## src/rtl/model_pu_scheduler_if.sv

```systemverilog
// Control bundle between the NTM host controller, model_pu_scheduler and the
// array of processing units.
//   START, SIZE_IN, ENABLE_IN   : host request, step count and unit enable mask
//   READY, BUSY, ITERATION_OUT  : run-complete pulse, run-in-progress flag and
//                                 completed-step count
//   PU_START, PU_READY          : per-unit START pulses and per-unit READY
// master : the side driving requests and unit responses (host plus unit array)
// slave  : the scheduler itself
interface model_pu_scheduler_if #(
  parameter int CONTROL_SIZE = 64,
  parameter int PU_NUMBER    = 4
);
  logic                    START;
  logic                    READY;
  logic                    BUSY;
  logic [CONTROL_SIZE-1:0] SIZE_IN;
  logic [PU_NUMBER-1:0]    ENABLE_IN;
  logic [CONTROL_SIZE-1:0] ITERATION_OUT;
  logic [PU_NUMBER-1:0]    PU_START;
  logic [PU_NUMBER-1:0]    PU_READY;

  modport master (
    output START, SIZE_IN, ENABLE_IN, PU_READY,
    input  READY, BUSY, ITERATION_OUT, PU_START
  );

  modport slave (
    input  START, SIZE_IN, ENABLE_IN, PU_READY,
    output READY, BUSY, ITERATION_OUT, PU_START
  );
endinterface

```

## src/rtl/model_pu_scheduler.sv

```systemverilog
// Host-side sequencer for the NTM processing units. A host START launches a
// run of SIZE_IN steps; every step broadcasts a one-cycle PU_START to the
// enabled units and waits until each of them has answered READY once. A
// one-cycle READY goes back to the host after the last step.
//   CLK, RST : clock and asynchronous active-high reset
//   bus      : scheduler side of model_pu_scheduler_if (see that file)
module model_pu_scheduler #(
  parameter int DATA_SIZE    = 64,
  parameter int CONTROL_SIZE = 64,
  parameter int PU_NUMBER    = 4
) (
  input  logic                  CLK,
  input  logic                  RST,
  model_pu_scheduler_if.slave   bus
);

  localparam logic [0:0] STARTER_STATE = 1'b0;
  localparam logic [0:0] WAIT_STATE    = 1'b1;

  // DATA_SIZE has no datapath here; it only takes part in the sanity check.
  generate
    if (PU_NUMBER < 1 || PU_NUMBER > 64 || DATA_SIZE < 1 || CONTROL_SIZE < 1) begin : g_bad_param
      $error("model_pu_scheduler: illegal parameter set");
    end
  endgenerate

  logic [0:0]              state_q, state_d;
  logic [CONTROL_SIZE-1:0] size_q, size_d;
  logic [CONTROL_SIZE-1:0] iter_q, iter_d;
  logic [PU_NUMBER-1:0]    enable_q, enable_d;
  logic [PU_NUMBER-1:0]    mask_q, mask_d;
  logic [PU_NUMBER-1:0]    pu_start_q, pu_start_d;
  logic                    ready_q, ready_d;
  logic                    busy_q, busy_d;

  logic [PU_NUMBER-1:0]    merged;
  logic [CONTROL_SIZE-1:0] iter_inc;

  always_comb begin
    state_d    = state_q;
    size_d     = size_q;
    iter_d     = iter_q;
    enable_d   = enable_q;
    mask_d     = mask_q;
    pu_start_d = '0;
    ready_d    = 1'b0;
    busy_d     = busy_q;
    merged     = mask_q | (bus.PU_READY & enable_q);
    iter_inc   = iter_q + CONTROL_SIZE'(1);

    case (state_q)
      STARTER_STATE: begin
        if (bus.START) begin
          size_d   = bus.SIZE_IN;
          enable_d = bus.ENABLE_IN;
          iter_d   = '0;
          mask_d   = '0;
          if (bus.SIZE_IN == '0 || bus.ENABLE_IN == '0) begin
            // Nothing to run: answer immediately without touching the units.
            ready_d = 1'b1;
          end else begin
            pu_start_d = bus.ENABLE_IN;
            busy_d     = 1'b1;
            state_d    = WAIT_STATE;
          end
        end
      end
      default: begin
        // enable_q is never zero here, so a non-zero pu_start_q marks the
        // START cycle. Readies are ignored then so a unit holding READY
        // from the previous step cannot complete the new step early.
        if (pu_start_q == '0) begin
          if (merged == enable_q) begin
            iter_d = iter_inc;
            mask_d = '0;
            if (iter_inc == size_q) begin
              ready_d = 1'b1;
              busy_d  = 1'b0;
              state_d = STARTER_STATE;
            end else begin
              pu_start_d = enable_q;
            end
          end else begin
            mask_d = merged;
          end
        end
      end
    endcase
  end

  always_ff @(posedge CLK or posedge RST) begin
    if (RST) begin
      state_q    <= STARTER_STATE;
      size_q     <= '0;
      iter_q     <= '0;
      enable_q   <= '0;
      mask_q     <= '0;
      pu_start_q <= '0;
      ready_q    <= 1'b0;
      busy_q     <= 1'b0;
    end else begin
      state_q    <= state_d;
      size_q     <= size_d;
      iter_q     <= iter_d;
      enable_q   <= enable_d;
      mask_q     <= mask_d;
      pu_start_q <= pu_start_d;
      ready_q    <= ready_d;
      busy_q     <= busy_d;
    end
  end

  assign bus.READY         = ready_q;
  assign bus.BUSY          = busy_q;
  assign bus.ITERATION_OUT = iter_q;
  assign bus.PU_START      = pu_start_q;

endmodule

```

## src/flat_wrapper.sv

```systemverilog
// flat-port wrapper written by rule: the top's interface ports become plain ports
module model_pu_scheduler_flat 
#(
  parameter int DATA_SIZE    = 64,
  parameter int CONTROL_SIZE = 64,
  parameter int PU_NUMBER    = 4
)
  (CLK, RST, bus_START, bus_SIZE_IN, bus_ENABLE_IN, bus_PU_READY, bus_READY, bus_BUSY, bus_ITERATION_OUT, bus_PU_START);
  model_pu_scheduler_if #(.CONTROL_SIZE(CONTROL_SIZE), .PU_NUMBER(PU_NUMBER)) bus_i ();
  input  logic CLK;
  input  logic RST;
  input wire logic [$bits(bus_i.START)-1:0] bus_START;
  input wire logic [$bits(bus_i.SIZE_IN)-1:0] bus_SIZE_IN;
  input wire logic [$bits(bus_i.ENABLE_IN)-1:0] bus_ENABLE_IN;
  input wire logic [$bits(bus_i.PU_READY)-1:0] bus_PU_READY;
  output wire logic [$bits(bus_i.READY)-1:0] bus_READY;
  output wire logic [$bits(bus_i.BUSY)-1:0] bus_BUSY;
  output wire logic [$bits(bus_i.ITERATION_OUT)-1:0] bus_ITERATION_OUT;
  output wire logic [$bits(bus_i.PU_START)-1:0] bus_PU_START;
  assign bus_i.START = bus_START;
  assign bus_i.SIZE_IN = bus_SIZE_IN;
  assign bus_i.ENABLE_IN = bus_ENABLE_IN;
  assign bus_i.PU_READY = bus_PU_READY;
  assign bus_READY = bus_i.READY;
  assign bus_BUSY = bus_i.BUSY;
  assign bus_ITERATION_OUT = bus_i.ITERATION_OUT;
  assign bus_PU_START = bus_i.PU_START;
  model_pu_scheduler #(.DATA_SIZE(DATA_SIZE), .CONTROL_SIZE(CONTROL_SIZE), .PU_NUMBER(PU_NUMBER)) u_core (.CLK(CLK), .RST(RST), .bus(bus_i));
endmodule
```

## config.mk

```make
export PLATFORM = sky130hd
export DESIGN_NAME = model_pu_scheduler_flat
export DESIGN_NICKNAME = d
export VERILOG_FILES = /design/src/rtl/model_pu_scheduler_if.sv /design/src/rtl/model_pu_scheduler.sv /design/src/flat_wrapper.sv
export SDC_FILE = /design/constraint.sdc
export NUM_CORES = 1
export LEC_CHECK = 0
export CORE_AREA = 2 2 162 164
export CTS_BUF_LIST = sky130_fd_sc_hd__clkbuf_8
export DETAILED_ROUTE_END_ITERATION = 7
export DIE_AREA = 0 0 164 166
export PLACE_DENSITY_LB_ADDON = 0.05
export SLEW_MARGIN = 20
export SYNTH_ARGS = -nofsm -noshare
export SYNTH_HDL_FRONTEND = slang
export SYNTH_SLANG_ARGS = --single-unit
```

## constraint.sdc

```tcl
create_clock -name CLK -period 6.5 [get_ports CLK]
set_input_delay 1.3 -clock CLK [delete_from_list [all_inputs] [get_ports CLK]]
set_output_delay 1.3 -clock CLK [all_outputs]
set_load 0.005 [all_outputs]
```

# Word level (Yosys, flattened, before mapping)
# Index checks and enable logic that the tools add are counted.
# Widths: inputs -> output; s select.
[word_totals]
register_bits = 143
latch_bits = 0
ram_bits = 0
mem_bits_ro = 0
output_inout_bits = 70
n_memories = 0
[op_classes]
addsub = 1
mul = 0
n_div = 0
magnitude_cmp = 0
eq_ne = 6
shifts = 0
muxes = 32
bitwise = 3
reduce_logical = 9
[op_table]
columns = ["operator", "count"]
rows = [
  ["$mux 64", 4],
  ["$add 64x1->64 const B", 1],
  ["$eq 64x64->1", 1],
  ["$logic_not 64->1", 1],
  ["$mux 4", 10],
  ["$mux 1", 18],
  ["$logic_not 4->1", 2],
  ["$ne 2x2->1 const B", 3],
  ["$reduce_and 5->1", 1],
  ["$and 4x4->4", 1],
  ["$eq 4x4->1", 1],
  ["$or 4x4->4", 1],
  ["$reduce_and 2->1", 2],
  ["$reduce_and 3->1", 1],
  ["$ne 2x1->1 const B", 1],
  ["$reduce_bool 2->1", 1],
  ["$logic_or 1x1->1", 1],
  ["$not 1->1", 1],
]

# Depth between registers and ports, before layout
[depth]
ltp_word = 6
ltp_mapped = 12

# Worst setup path after synthesis
# No wires, ideal clock.
[synth_timing]
path_kind = "flip-flop to flip-flop"
start = "register u_core.iter_q[0] (netlist: u_core.bus.ITERATION_OUT[0])"
end = "register u_core.busy_q (netlist: u_core.bus.BUSY)"
arrival_ns = 3.522
t_required_ns = 6.382
path_slack_ns = 2.860
path_stages_with_launch = 11
n_path_buf = 1
period_less_slack_ns = 3.640
cell_sequence = "dfrtp_1 -> buf_2 -> nand2_1 -> or4_4 -> or4_1 -> xnor2_1 -> or4_1 -> nor4_1 -> nand4_1 -> or4_1 -> a21o_1"
[synth_via]
elab_chain_len = 4
[synth_rtl]
columns = ["item", "line", "rtl"]
rows = [
  ["start: declaration", "model_pu_scheduler.sv:29", "logic [CONTROL_SIZE-1:0] iter_q, iter_d;"],
  ["start signal: assignment", "model_pu_scheduler.sv:104", "iter_q <= iter_d;"],
  ["$add 64x1->64", "model_pu_scheduler.sv:49", "iter_inc = iter_q + CONTROL_SIZE'(1);"],
  ["$eq 64x64->1", "model_pu_scheduler.sv:76", "if (iter_inc == size_q) begin"],
  ["$ne 2x2->1 (no source line)", "--", ""],
  ["$reduce_and 5->1 (no source line)", "--", ""],
  ["end signal: assignment", "model_pu_scheduler.sv:109", "busy_q <= busy_d;"],
  ["end: declaration", "model_pu_scheduler.sv:34", "logic busy_q, busy_d;"],
]
# Every way passes these cells.
# A chain may end at the register's enable or synchronous reset.

# Final worst setup path
# Ends and elaborated chain as after synthesis.

==> results_dict.tcl <==
set metrics [dict create \
    grt_pass1_vias 8290 \
    die_x_um 164 \
    worst_setup_path_end_kind "flop" \
    ios 145 \
    grt.total_usage_pct 25.1 \
    synth_flop_cell "dfrtp_1" \
    synth_nets 1177 \
    grt_pass1_wl_um 51600 \
    post_cts_resized 0 \
    port_buffers 144 \
    cts_max_path_buffers 2 \
    yosysSeqAreaShare_pct 40.5 \
    finalHoldViolCount 0 \
    critical_path_class "reg -> reg" \
    max-cap-violations 0 \
    initial_core_util_pct 34.5 \
    syn_inst 1101 \
    diodes 0 \
    gp_congestion 0.909 \
    grt_max_degree 100 \
    p_leak_uw 0.00439 \
    first_iter_violations 832 \
    crit_chain "ha_1 -> nand4_1 -> nor4_1 -> nand3_1 -> or3_1 -> xnor2_1 -> nor4_1 -> nand4_1 -> or4_1 -> a21o_1" \
    vias 8658 \
    rows 59 \
    worst_path_largest_cell_delay_ps 720 \
    synth.distinct_cells 56 \
    startpoint_type "flop" \
    via_per_inst 5.60 \
    setup_tns_ps 0 \
    cp_num_buf_inv 0 \
    numCtsBuffers 17 \
    min_period_over_period_pct 70.7 \
    synth_area_leaders "dfrtp_1 (41%), nand2_1 (11%), xnor2_1 (7.1%)" \
    fin_ws_ps 1900 \
    synth_top_area_cell "dfrtp_1" \
    cts_tree "yes" \
    yosys.cell_count.top_type "nand2_1" \
    dr.pass1.iters 5 \
    rsz0062_at_grt "no" \
    syn_area_per_cell_sq_um 8.02 \
    drcViolationCount 0 \
    path_delay_family "simple AND/OR/NAND/NOR gates" \
    powerDensity_nw_per_um2 305 \
    slew_viol_final 0 \
    dpl.hpwl_um 24800 \
    core_sq_um 25600 \
    clock-sinks 143 \
    min_period_ps 4600 \
    cts_max_level 4 \
    ys_warn_count 0 \
    synth_commonest_cells "nand2_1 (268), dfrtp_1 (143), o21ai_0 (89), nor2_1 (77), xnor2_1 (72)" \
    ys_seq_elements 143 \
    die_area_sq_um 27200 \
    syn2layout_area_growth_pct 23.7 \
    worst_pin_slew_ps 1070 \
    setup_violations 0 \
    ir_worst_vdd_uv 179 \
    pre_cts_ws_ps 2090 \
    drive_above_1_share_pct 4.79 \
    synthArstFlopShare_pct 100 \
    antenna_found_initial 0 \
    overflow 0 \
    synth_top_area_share_pct 40.5 \
    clk_latency_ps 470 \
    cp_slowest_cell "nor4_1" \
    crit_fanout 12 \
    maxSlewHeadroom_pct 28.9 \
    fin_hold_ws_ps 503 \
    fmax_mhz 218 \
    min_path_type "reg -> reg" \
    synth-edff-count 0 \
    synth_area_sq_um 8830 \
    final_nets 1276 \
    status "complete, no violations" \
    worstPathArrival_ps 4960 \
    path_clk_slew_ps 100 \
    cts-root-buf "clkbuf_8" \
    holdBufCountCts 0 \
    fin_skew_ps 16.5 \
    wl_per_cell_um 21.7 \
    ant_nets 0 \
    required_ps 6860 \
    cts_setup_buffers 0 \
    drt_wl_total_um 33600 \
    die-height_um 166 \
]
## flip-flops by register name (all words and copies together), names as in the netlist
name / cells
u_core.bus.READY: 1
u_core.bus.ITERATION_OUT: 64
u_core.bus.PU_START: 4
u_core.bus.BUSY: 1
u_core.state_q: 1
u_core.size_q: 64
u_core.enable_q: 4
u_core.mask_q: 4
## where the power goes
| group | total (uW) | internal, uW | leakage, uW | switching (uW) |
|---|---|---|---|---|
| logic | 1200 | 463 | 0.00229 | 735 |
| registers | 1290 | 1080 | 0.00188 | 214 |
| clock network | 841 | 426 | 0.000221 | 415 |
| total | 3330 | 1970 | 0.00439 | 1360 |
## metrics by stage
step                      util, %  cell area (sq um)  total power [uW]  std cells
after detailed placement     40.9              10500              2500       1516
final                        42.7              10900              3330       1547
after global placement       40.9              10500              2500       1516
after CTS                    42.7              10900              3350       1547
after global routing         42.7              10900              3540       1547
after floorplan                 -               8830              2030       1101
## worst paths after layout
| check | from | endpoint | slack, ps | cells past startpoint |
|---|---|---|---|---|
| max in group asynchronous | RST | u_core.size_q[40]$_DFFE_PP0P_ | 3860 | 3 |
| max | u_core.bus.ITERATION_OUT[0]$_DFFE_PP0P_ | u_core.bus.BUSY$_DFFE_PP0P_ | 1900 | 10 |
| min | u_core.size_q[56]$_DFFE_PP0P_ | u_core.size_q[56]$_DFFE_PP0P_ | 500 | 2 |
| min in group asynchronous | RST | u_core.size_q[3]$_DFFE_PP0P_ | 1410 | 2 |
| min reg2reg | u_core.size_q[56]$_DFFE_PP0P_ | u_core.size_q[56]$_DFFE_PP0P_ | 500 | 2 |
| max reg2reg | u_core.bus.ITERATION_OUT[0]$_DFFE_PP0P_ | u_core.bus.BUSY$_DFFE_PP0P_ | 1900 | 10 |
## kinds of logic after synthesis
group                    count (synthesis)  synth area share (%)
AO/OA/AOI/OAI                          177                  12.2
adder cells (fa/ha/maj)                  1                 0.142
AND/OR/NAND/NOR                        588                  32.3
XOR/XNOR                               104                  10.3
flip-flops                             143                  40.5
buffers and inverters                   81                  3.76
multiplexers                             7                 0.822
## tightest hold or removal path, stage by stage, from the launching register on
cell and delay [ps]:
dfrtp_1 370, nand2_1 50, nand2_1 50
## layout make-up
cell class,count,area (sq um)
clock buffer,17,234
clock inverter,14,208
inverter,8,35.0
sequential,143,3580
tap,335,419
timing repair buffer,153,1510
fill,2632,14700
multi-input combinational,877,4940
## routing by layer
layer	GRT usage (%)	up-vias	wire length (um)	share of wire [%]
met5	0	-	0	0
met4	5.07	0	404	1.2
met3	5.44	24	2480	7.4
met2	36.2	334	14700	44
met1	38.4	4218	16000	48
li1	-	4082	-	-
## cells in the final DEF, fill, tap and decap left out, drive strengths merged, types with 4 or more instances in the layout
cell type      instances
and3                  14
nor3                  20
xnor2                 72
nor2                  78
or4                   12
o22ai                  4
o41ai                 12
inv                   13
nand4                 44
buf                    9
clkbuf                17
dfrtp                143
or3                    7
a31oi                  8
clkinv                 4
nor4                  51
clkdlybuf4s50        144
o21ai                 89
nand3                 42
and4                  11
nand2b                12
and2                  15
xor2                  32
bufinv                 4
nand2                268
mux2i                  5
o31ai                 30
a21oi                 18
No activity file was read; power rests on OpenSTA's default activity.
